===== src/rtl/memset_engine.sv =====
// memset_engine
//   Fills n consecutive words of a single-port RAM, starting at base address m,
//   with value c. If mode=1 it then reads the region back and counts words that
//   differ from c. One memory access per cycle; the RAM has 1-cycle read latency.
//
// Ports
//   clk, reset          rising-edge clock, synchronous active-high reset
//   start               job request, sampled only in IDLE
//   m, c, n, mode       base address, fill value, word count, verify enable
//   busy                high from the cycle after acceptance through DONE
//   finish              one-cycle completion pulse (DONE state)
//   return_val          captured m, updated on entry to DONE
//   err_count           verify mismatches, cleared on acceptance, saturating
//   mem_address         RAM address (0 outside FILL/VERIFY)
//   mem_write_enable    RAM write strobe
//   mem_in              RAM write data (captured c)
//   mem_out             RAM read data, valid one cycle after a read address
module memset_engine #(
  parameter int ADDR_WIDTH = 5,
  parameter int DATA_WIDTH = 8,
  parameter int LEN_WIDTH  = 32
) (
  input  logic                  clk,
  input  logic                  reset,
  input  logic                  start,
  input  logic [ADDR_WIDTH-1:0] m,
  input  logic [DATA_WIDTH-1:0] c,
  input  logic [LEN_WIDTH-1:0]  n,
  input  logic                  mode,
  output logic                  busy,
  output logic                  finish,
  output logic [ADDR_WIDTH-1:0] return_val,
  output logic [LEN_WIDTH-1:0]  err_count,
  output logic [ADDR_WIDTH-1:0] mem_address,
  output logic                  mem_write_enable,
  output logic [DATA_WIDTH-1:0] mem_in,
  input  logic [DATA_WIDTH-1:0] mem_out
);

  typedef enum logic [2:0] {
    S_IDLE,
    S_FILL,
    S_VERIFY,
    S_DRAIN,
    S_DONE
  } state_t;

  state_t                state_q;
  logic [ADDR_WIDTH-1:0] m_q;
  logic [DATA_WIDTH-1:0] c_q;
  logic [LEN_WIDTH-1:0]  n_q;
  logic                  mode_q;
  logic [LEN_WIDTH-1:0]  idx_q;
  logic                  cmp_q;     // mem_out this cycle answers a verify read
  logic                  busy_q;
  logic                  finish_q;
  logic [ADDR_WIDTH-1:0] ret_q;
  logic [LEN_WIDTH-1:0]  err_q;
  logic [ADDR_WIDTH-1:0] addr_q;
  logic                  we_q;

  logic [LEN_WIDTH-1:0]  idx_inc_d;
  logic                  last_d;
  logic [ADDR_WIDTH-1:0] addr_next_d;
  logic                  mismatch_d;

  always_comb begin
    idx_inc_d   = idx_q + LEN_WIDTH'(1);
    last_d      = (idx_q == n_q - LEN_WIDTH'(1));
    // Address sum is truncated, so regions longer than the memory wrap.
    addr_next_d = m_q + idx_inc_d[ADDR_WIDTH-1:0];
    mismatch_d  = cmp_q && (mem_out != c_q);
  end

  always_ff @(posedge clk) begin
    if (reset) begin
      state_q  <= S_IDLE;
      m_q      <= '0;
      c_q      <= '0;
      n_q      <= '0;
      mode_q   <= 1'b0;
      idx_q    <= '0;
      cmp_q    <= 1'b0;
      busy_q   <= 1'b0;
      finish_q <= 1'b0;
      ret_q    <= '0;
      err_q    <= '0;
      addr_q   <= '0;
      we_q     <= 1'b0;
    end else begin
      // A read issued in VERIFY returns its data next cycle (VERIFY or DRAIN).
      cmp_q <= (state_q == S_VERIFY);
      if (mismatch_d && (err_q != '1)) begin
        err_q <= err_q + LEN_WIDTH'(1);
      end

      case (state_q)
        S_IDLE: begin
          if (start) begin
            m_q    <= m;
            c_q    <= c;
            n_q    <= n;
            mode_q <= mode;
            idx_q  <= '0;
            err_q  <= '0;
            busy_q <= 1'b1;
            if (n == '0) begin
              state_q  <= S_DONE;
              finish_q <= 1'b1;
              ret_q    <= m;
            end else begin
              state_q <= S_FILL;
              addr_q  <= m;
              we_q    <= 1'b1;
            end
          end
        end

        S_FILL: begin
          if (last_d) begin
            we_q <= 1'b0;
            if (mode_q) begin
              // Read-back starts right behind the last write.
              state_q <= S_VERIFY;
              idx_q   <= '0;
              addr_q  <= m_q;
            end else begin
              state_q  <= S_DONE;
              addr_q   <= '0;
              finish_q <= 1'b1;
              ret_q    <= m_q;
            end
          end else begin
            idx_q  <= idx_inc_d;
            addr_q <= addr_next_d;
          end
        end

        S_VERIFY: begin
          if (last_d) begin
            state_q <= S_DRAIN;
            addr_q  <= '0;
          end else begin
            idx_q  <= idx_inc_d;
            addr_q <= addr_next_d;
          end
        end

        S_DRAIN: begin
          // Last compare happens on this edge via cmp_q.
          state_q  <= S_DONE;
          finish_q <= 1'b1;
          ret_q    <= m_q;
        end

        S_DONE: begin
          state_q  <= S_IDLE;
          finish_q <= 1'b0;
          busy_q   <= 1'b0;
        end

        default: begin
          state_q  <= S_IDLE;
          finish_q <= 1'b0;
          busy_q   <= 1'b0;
          we_q     <= 1'b0;
          addr_q   <= '0;
        end
      endcase
    end
  end

  assign busy             = busy_q;
  assign finish           = finish_q;
  assign return_val       = ret_q;
  assign err_count        = err_q;
  assign mem_address      = addr_q;
  assign mem_write_enable = we_q;
  assign mem_in           = c_q;

endmodule

===== config.mk =====
export PLATFORM = sky130hd
export DESIGN_NAME = memset_engine
export DESIGN_NICKNAME = d
export VERILOG_FILES = /design/src/rtl/memset_engine.sv
export SDC_FILE = /design/constraint.sdc
export NUM_CORES = 1
export LEC_CHECK = 0
export ABC_AREA = 1
export CAP_MARGIN = 5
export CORE_ASPECT_RATIO = 0.8
export CORE_UTILIZATION = 40
export DETAILED_ROUTE_END_ITERATION = 10
export DONT_BUFFER_PORTS = 1
export PLACE_DENSITY = 0.55
export SLEW_MARGIN = 10
export SYNTH_ARGS = -nofsm -noshare
export SYNTH_HDL_FRONTEND = slang
export SYNTH_SLANG_ARGS = --single-unit

===== constraint.sdc =====
create_clock -name clk -period 2.65 [get_ports clk]
set_clock_uncertainty 0.2 [all_clocks]
set_input_delay 0.53 -clock clk [delete_from_list [all_inputs] [get_ports clk]]
set_output_delay 0.53 -clock clk [all_outputs]
set_load 0.005 [all_outputs]

==> metrics.txt, run 1 <==
# port buffers=0; worst skew pair latency=0.44 ns; CP arrival=2.84 ns; GRT Total Usage=27.4%; cts bufs inserted=17; Worst Slack Setup Final=-0.0305 ns; status=finished with violations; setup_tns=-0.138 ns; Max Slew Vio Count=0; maximum buffer depth of the clock tree=2; Crit Path Category=reg -> reg; FP Rows=47; pwr/cell area=1050 nW/um^2; simple-gate area share of the yosys netlist=41.6%; number of diodes=0; DIE HEIGHT=132 um; sequential share of the synthesized area=29.9%; area grow syn2layout=27.6%; final wirelength=30400 um; htree depth=4; pin count of the biggest net entering global routing=53; Sink Count=127; DIE AREA=21900 sq um; DR DRC count=0; crit path from=n_q[8]; io pins=110; Post-Synth XOR/XNOR Area=7.19%; final setup violating endpoints=10; routability cong.=0.944; routed vias/inst=5.15; CP Capture Type=flip-flop; leakage power=4.79 nW; cell taking the most area after synthesis=dfxtp_1; min-delay src=c[1]; CP max stage delay=0.38 ns; compound-gate portion of the synthesized area=10.7%; Max Clock Freq=373 MHz; non-filler instance count after layout=1798; clock transition at the registers of the reported paths=0.06 ns; Initial Utilization=41.0%; Adder-Cell Fraction of Synth Area=1.26%; Clock Tree Root=clkbuf_16; Cell Chain, Critical Path=buf_4 -> xnor2_1 -> xor2_4 -> nand2_1 -> nor2_1 -> nand2_1 -> nor2_2 -> nand2_2 -> nor2_4 -> nand3_4 -> nand2_8 -> o21ai_4 -> clkbuf_16 -> nor2_1; hold_ws=0.0296 ns; multiplexer share of the synthesized area=0%; Synth top area share=29.9%; vias in the first global route=8285; first-pass detailed-route iteration total=5; failing checks=setup timing; Crit-path slowest cell=xnor2_1; layout cell share with drive strength beyond 1=19.7%; synthesized net count=1459; Slew HR=62.3%; type of origin of the critical path=flip-flop; post-DR wirelength/cell=16.9 um; Final Critical Period=2.68 ns; vias after detailed routing=9265; RSZ-0062 raised after global routing=yes; crit-path max FO=7; synth top area cells=dfxtp_1, nand2_1, nor2_1; Seq cells post-synth=127; most common cell after layout, fill and taps aside=nand2_1; first-pass GRT wire length=45400 um; Synth Warn #=0; Hold Path Class=in -> reg; Antenna Nets Post-Route=0; CP required=2.81 ns; largest family of logic cells by synthesized area=simple AND/OR/NAND/NOR gates; DP HPWL=23100 um; final net count=1581; maximum vdd drop=0.482 mV; Max-Cap Viols=0; Least-Margin Pin Slew=0.565 ns; antenna violations before repair=0; fin crit share=101%; Yosys cell types=46; most frequent cells in the layout=nand2_1, nor2_1, inv_1; DR iter-0 viols=749; Finished Core Util=52.3%; final hold violations=0; DIE WIDTH=165 um; CTS tree=done; worst reg2reg path startpoint=n_q[8]; grt ovf=0; placed instance count=1752; core area=20800 sq um; Avg Cell Area, Syn=6.11 sq um; cells after synthesis=1394; Mapped Area=8510 sq um
[per-stage QoR]
stage          power (mW)  area (sq um)  setup WS, ns
2_1_floorplan        6.09          8510        0.0737
6_report             11.4         10900       -0.0305
4_1_cts              10.6         10300        0.0118
5_1_grt              12.1         10900        -0.198
3_5_place_dp         7.99          9660        -0.110
3_3_place_gp         7.98          9660       -0.0858
[critical path, delay by kind of cell (launching register included)]
kind	cells	cell delay, ns
AND/OR/NAND/NOR	9	0.97
XOR/XNOR	2	0.58
flip-flops	1	0.37
buffers and inverters	2	0.37
AO/OA/AOI/OAI	1	0.10
[final cells by class]
class | instances | area, sq um
clock inverters | 13 | 151
clock buffers | 19 | 453
flip-flops and latches | 127 | 2550
inverters | 154 | 586
repair buffers | 143 | 1180
fillers | 2133 | 9900
well taps | 269 | 337
multi-input cells | 1073 | 5600
[cells by family (layout without fill, tap and decap cells)]
family | Yosys count | count (layout)
DFF | 127 | 127
xor gates and xnor gates | 69 | 69
and+or+nand+nor | 825 | 826
AOI/OAI and AO/OA | 169 | 170
buffers and inverters | 196 | 329
adders and majority gates | 8 | 8
[flip-flops by register name, summed over array words and instances, names as in the netlist]
register and cells:
err_count 32, cmp_q 1, return_val 5, mem_write_enable 1
busy 1, state_q 3, n_q 32, m_q 5
mem_in 8, mem_address 5, mode_q 1, finish 1
idx_q 32
[layer usage]
metal  track usage [%]  routed length [um]
met2              36.8               11900
met3              5.17                2460
met4              6.52                 448
met5                 0                   0
met1              43.5               15600
[cells in the mapped netlist, drive strengths merged]
master and count:
a211oi 6, a21oi 62, a22oi 1, a2bb2oi 1, a31oi 2, and2 1
buf 11, clkbuf 31, clkinv 2, dfxtp 127, fa 1, ha 7
inv 152, nand2 371, nand3 90, nand3b 9, nand4 43, nor2 253
nor2b 1, nor3 38, nor3b 4, nor4 11, o211a 1, o211ai 3
o21ai 84, o21bai 4, o22ai 5, or2 4, xnor2 20, xor2 49
[worst paths after layout]
kind | slack [ns] | end | depth (start not counted)
worst max register to register | -0.03 | idx_q[2] | 14
worst min-delay path | 0.03 | mem_in[1] | 2
worst max-delay path | -0.03 | idx_q[2] | 14
worst min register to register | 0.29 | mem_address[1] | 2
[power breakdown]
group	leakage [nW]	switching (mW)	internal (mW)	total [mW]
clock network	0.289	1.00	1.45	2.46
logic	3.46	3.80	2.35	6.15
registers	1.04	0.453	2.30	2.75
[timing repair]
item	in CTS	in global routing
hold endpoints to repair	34	0
buffers inserted	0	7
pin swaps	0	33
hold buffers	2	0
gates resized for setup	6	130
gates cloned	0	5
endpoints found under the setup margin	38	59
Note: power is estimated with default switching activity, not from simulation.
==> inputs of run 2 (changes only) <==
==> constraint.sdc (replaced) <==
create_clock -name clk -period 2.65 [get_ports clk]
set_clock_uncertainty 0.2 [all_clocks]
set_input_delay 0 -clock clk [delete_from_list [all_inputs] [get_ports clk]]
set_output_delay 0 -clock clk [all_outputs]
set_load 0.005 [all_outputs]
==> run 2 against run 1 <==
Against the previous run:
- sequential power about the same
- largest cell class unchanged
- highest routed layer unchanged
- clock power up 2%
- worst hold slack better by 0.024 ns
- count of clock-buffer cells in the layout unchanged
- the flow still finishes with violations (setup timing)
- total power up 2.5%
- global-route usage up 0.82 points
==> metrics.txt, run 2 (synthesis gave the netlist of run 1 again) <==
status=finished with violations; failing checks=setup timing; Sink Count=127 (unchanged); Max Slew Vio Count=0 (unchanged); cts bufs inserted=17 (unchanged); RSZ-0062 raised after global routing=yes; crit-path max FO=7 (unchanged); final hold violations=0 (unchanged); Max Clock Freq=372 MHz (-0.34%); Antenna Nets Post-Route=0 (unchanged); CP arrival=2.81 ns (-0.03 ns); maximum vdd drop=0.546 mV (+13%); Design Area, Final=11500 sq um (+6.2%); DIE HEIGHT=132 um (unchanged); CP required=2.77 ns (-0.04 ns); first-pass detailed-route iteration total=6 (+1); Crit Path Category=reg -> reg; Least-Margin Pin Slew=0.573 ns (+0.00745 ns); maximum buffer depth of the clock tree=2 (unchanged); first-pass GRT wire length=47000 um (+3.5%); Fillers=2051 (-3.8%); core area=20800 sq um (unchanged); placed instance count=1746 (-0.34%); Slew HR=61.5% (-0.81 points); DR DRC count=0 (unchanged); type of origin of the critical path=flip-flop; Area after DPL=9620 sq um (-0.47%); most common cell after layout, fill and taps aside=nand2_1; final wirelength=31500 um (+3.7%); Max-Cap Viols=0 (unchanged); fin crit share=101% (+0.34 points); io pins=110 (unchanged); DIE WIDTH=165 um (unchanged); vias in the first global route=8558 (+3.3%); number of diodes=0 (unchanged); final net count=1626 (+2.8%); Final Critical Period=2.69 ns (+0.00914 ns); DP HPWL=23500 um (+1.7%); worst reg-to-reg setup slack=-0.04 ns (about the same); routability cong.=0.965 (+2.1%); final setup violating endpoints=15 (+5); routed vias/inst=5.25 (+2.0%); clock transition at the registers of the reported paths=0.07 ns (about the same); non-filler instance count after layout=1843 (+2.5%); antenna violations before repair=0 (unchanged); # port buffers=0 (unchanged); worst skew pair latency=0.43 ns (about the same); pin count of the biggest net entering global routing=49 (-7.5%); Clock Tree Root=clkbuf_16; Worst Slack Setup Final=-0.0396 ns (-0.00914 ns); pwr/cell area=1010 nW/um^2 (-3.5%); crit path from=n_q[3]; FP Rows=47 (unchanged); CP Capture Type=flip-flop; vias after detailed routing=9684 (+4.5%); worst reg2reg path startpoint=n_q[3]; layout cell share with drive strength beyond 1=20.3% (+0.58 points); CTS tree=done; GRT Total Usage=28.2% (+0.82 points); area grow syn2layout=35.6%; Hold Path Class=in -> reg; DIE AREA=21900 sq um (unchanged); Reg-to-Reg End=idx_q[14]; Worst Setup EP=idx_q[14]; hold_ws=0.0540 ns (+0.0243 ns); DR iter-0 viols=782 (+4.4%); worst hold path cell count=3 (+1); worst reg-to-reg path cell count=17 (+3); leakage power=5.03 nW (+5.0%); Initial Utilization=41.0% (unchanged); most frequent cells in the layout=nand2_1, nor2_1, inv_1; grt ovf=0 (unchanged); htree depth=4 (unchanged); post-DR wirelength/cell=17.1 um (+1.2%)
-- run 2: cell count changes in the layout (fill, tap and decap cells not counted), sizes merged --
cell,before,now
clkinvlp,3,0
inv,157,158
clkbuf,20,22
clkinv,5,6
dlygate4sd3,1,48
bufinv,2,3
buf,141,137
-- run 2: worst min path at each step --
stage | to | start
2_1_floorplan | err_count[30] | start
3_3_place_gp | busy | reset
3_5_place_dp | busy | reset
4_1_cts | mem_in[1] | c[1]
5_1_grt | mode_q | mode
6_report | n_q[12] | n[12]
-- run 2: stage by stage --
stage | utilization (%) | setup slack, ns | power [mW] | TNS [ns]
6_report | 55.6 | -0.0396 | 11.6 | -0.429
5_1_grt | 55.6 | -0.185 | 12.4 | -4.64
4_1_cts | 51.9 | 0.00322 | 10.6 | 0
3_5_place_dp | 46.3 | -0.153 | 7.89 | -3.96
3_3_place_gp | 46.3 | -0.0964 | 7.87 | -2.01
2_1_floorplan | - | 0.0737 | 6.09 | 0
-- run 2: what timing repair did --
action,4_1_cts,5_1_grt
hold buffers,49,0
hold endpoints to repair,98,0
buffers inserted,0,10
resized for setup,11,153
gates cloned,0,6
setup endpoints to repair,41,61
pin swaps,2,53
-- run 2: worst max-delay path, cell delays in order, from the launching register on --
cell	delay, ns
dfxtp_1	0.36
nor2_2	0.18
nand2_4	0.09
nor2_4	0.17
buf_12	0.13
buf_8	0.10
nand3_4	0.08
nand2_2	0.08
nand2_2	0.06
nor2_1	0.09
nand3_1	0.13
nor2_4	0.16
nand3_4	0.10
nand2_4	0.10
nand2_2	0.06
o21ai_4	0.25
clkbuf_16	0.20
nor2_1	0.04
-- run 2: per-layer routing --
metal	vias up	track usage, %	share of wire [%]
li1	4832	-	-
met1	4437	43.9	50
met2	375	38.1	41
met3	40	6.65	7.8
met4	0	6.42	1.4
met5	-	0	0
-- run 2: layout make-up --
| cell class | instances | area [sq um] | share of cell area [%] |
|---|---|---|---|
| Clock inverter | 13 | 174 | 1.51 |
| Sequential cell | 127 | 2550 | 22.1 |
| Tap cell | 269 | 337 | 2.92 |
| Timing Repair Buffer | 188 | 1710 | 14.8 |
| Multi-Input combinational cell | 1073 | 5740 | 49.7 |
| Clock buffer | 19 | 443 | 3.84 |
| Inverter | 154 | 588 | 5.10 |
-- run 2: where the power goes --
| part | total [mW] | internal, mW | leakage, nW | switching [mW] |
|---|---|---|---|---|
| clock network | 2.52 | 1.53 | 0.304 | 0.990 |
| logic | 6.39 | 2.46 | 3.69 | 3.93 |
| registers | 2.73 | 2.29 | 1.04 | 0.436 |
==> inputs of run 3 (changes only) <==
--- a/config.mk
+++ b/config.mk
@@ -7,7 +7,7 @@
 export LEC_CHECK = 0
 export ABC_AREA = 1
 export CAP_MARGIN = 5
-export CORE_ASPECT_RATIO = 0.8
+export CORE_ASPECT_RATIO = 0.7
 export CORE_UTILIZATION = 40
 export DETAILED_ROUTE_END_ITERATION = 10
 export DONT_BUFFER_PORTS = 1
==> run 3 against run 2 <==
Against the previous run:
- the flow now finishes without violations
- final cell count is 2.0% higher
- critical path depth stayed put
- largest power group unchanged
- critical path type unchanged
- clock power is 6% lower
- largest cell class unchanged
==> metrics.txt, run 3 (synthesis gave the netlist of run 1 again) <==
status=finished clean; Cell Chain, Critical Path=buf_6 -> nor2_4 -> nand2_2 -> nor2_4 -> buf_6 -> nand4_1 -> nand2_1 -> nand2_1 -> inv_2 -> nand3_4 -> nor2_4 -> nand3_4 -> nand2_4 -> nand2_4 -> o21ai_4 -> clkbuf_16 -> nor2_1; core area=20800 sq um (+0.25%); DIE AREA=21900 sq um (about the same); grt ovf=0 (unchanged); DR DRC count=0 (unchanged); FP Rows=44 (-6.4%); Pint=6.31 mW (+0.38%); most common cell after layout, fill and taps aside=nand2_1; Initial Utilization=40.9% (-0.10 points); DIE HEIGHT=124 um (-6.4%); most frequent cells in the layout=nand2_1, nor2_1, buf_4; CTS tree=done; non-filler instance count after layout=1879 (+2.0%); routed vias/inst=5.21 (-0.77%); final wirelength=31900 um (+1.2%); final hold violations=0 (unchanged); post-DR wirelength/cell=17.0 um (-0.72%); Crit-path slowest cell=dfxtp_2; pwr/cell area=1000 nW/um^2 (-0.56%); CP max stage delay=0.33 ns (-0.03 ns); switching share of power=45.8% (-0.16 points); Max-Cap Viols=0 (unchanged); final net count=1655 (+1.8%); CP top delay family=simple AND/OR/NAND/NOR gates; Hold Path Class=in -> reg; worst reg-to-reg setup slack=0.005 ns (+0.04 ns); CP Capture Type=flip-flop; total power=11.6 mW (about the same); DIE WIDTH=176 um (+6.8%); Worst Slack Setup Final=0.00466 ns (+0.0443 ns); Clock Power Share=20.5% (-1.1 points); layout cell share with drive strength beyond 1=21.1% (+0.88 points); vias in the first global route=8710 (+1.8%); Buf/Inv on CP=4 (+1); dpl ws=-0.140 ns (+0.0130 ns); Critical Path Most Common Cell=nor2_4; hold_ws=0.0429 ns (-0.0110 ns); Clock Tree Root=clkbuf_16; Crit Path Category=reg -> reg; pin count of the biggest net entering global routing=53 (+8.2%); CP arrival=2.76 ns (-0.05 ns); # port buffers=0 (unchanged); Slew HR=58.5% (-3.0 points); type of origin of the critical path=flip-flop; Final Critical Period=2.65 ns (-0.0443 ns); DP HPWL=24600 um (+4.7%); RSZ-0062 raised after global routing=yes; antenna violations before repair=0 (unchanged); vias after detailed routing=9797 (+1.2%); Max Slew Vio Count=0 (unchanged); leakage power=5.10 nW (+1.4%); DR iter-0 viols=980 (+25%); crit-path max FO=7 (unchanged); sequential share of power=23.4% (about the same); Net Switching=5.34 mW (-0.28%); routability cong.=0.979 (+1.5%); Sink Count=127 (unchanged); maximum buffer depth of the clock tree=2 (unchanged); cts bufs inserted=17 (unchanged); maximum vdd drop=0.621 mV (+14%); combinational power share=56.2% (+1.3 points); Antenna Nets Post-Route=0 (unchanged); area grow syn2layout=36.4%; number of diodes=0 (unchanged); fin crit share=99.8% (-1.7 points); htree depth=4 (unchanged); first-pass detailed-route iteration total=5 (-1); io pins=110 (unchanged); final setup violating endpoints=0 (-15); CP required=2.77 ns (about the same); clock transition at the registers of the reported paths=0.06 ns (about the same); GRT Total Usage=29.4% (+1.2 points); Least-Margin Pin Slew=0.622 ns (+0.0491 ns); Max Clock Freq=378 MHz (+1.7%); worst skew pair latency=0.43 ns (about the same); placed instance count=1786 (+2.3%); first-pass GRT wire length=48700 um (+3.7%)
run 3: area by class of cell:
| type | count | area (sq um) |
|---|---|---|
| Clock buffer | 22 | 474 |
| Fill cell | 2100 | 9200 |
| Timing Repair Buffer | 218 | 1870 |
| Sequential cell | 127 | 2550 |
| Clock inverter | 10 | 111 |
| Tap cell | 276 | 345 |
| Multi-Input combinational cell | 1072 | 5660 |
| Inverter | 154 | 597 |
run 3: power groups by stage:
stage	sequential, mW	combinational, mW	clock [mW]
after floorplan	2.61	3.49	0
after detailed placement	2.71	5.37	0
after global placement	2.71	5.34	0
after global routing	2.77	7.21	2.48
after CTS	2.68	5.61	2.41
final	2.72	6.54	2.38
run 3: path summary, 6_finish.rpt:
kind | startpoint | endpoint | depth (start not counted)
max | n_q[7] | idx_q[4] | 17
min | n[30] | state_q[0] | 7
max reg2reg | n_q[7] | idx_q[4] | 17
min reg2reg | mem_address[3] | mem_address[3] | 2
run 3: timing repair:
action,CTS,global route
gates resized for setup,17,144
hold buffers,50,0
setup buffers,0,8
setup endpoints to repair,46,59
endpoints found under the hold margin,100,0
pin swaps,3,29
cloned,0,3
run 3: stage by stage:
stage	utilization, %	instance area, sq um	setup TNS [ns]
3_5_place_dp	47.4	9870	-4.24
2_1_floorplan	-	8510	0
5_1_grt	55.8	11600	-4.51
6_report	55.8	11600	0
3_3_place_gp	47.4	9870	-1.73
4_1_cts	53.1	11000	0
run 3: worst register-to-register path, delay by kind of cell (launching register included):
family / cells / cell delay (ns)
DFF: 1 / 0.33
buffers and inverters: 4 / 0.51
AOI/OAI and AO/OA: 1 / 0.20
and+or+nand+nor: 12 / 1.31
run 3: per-layer routing:
metal / GRT usage [%] / part of all wire (%) / vias up
li1: - / - / 4896
met1: 44.8 / 51 / 4497
met2: 39.5 / 38 / 383
met3: 8.79 / 9.6 / 21
met4: 6.41 / 1.0 / 0
met5: 0 / 0 / -
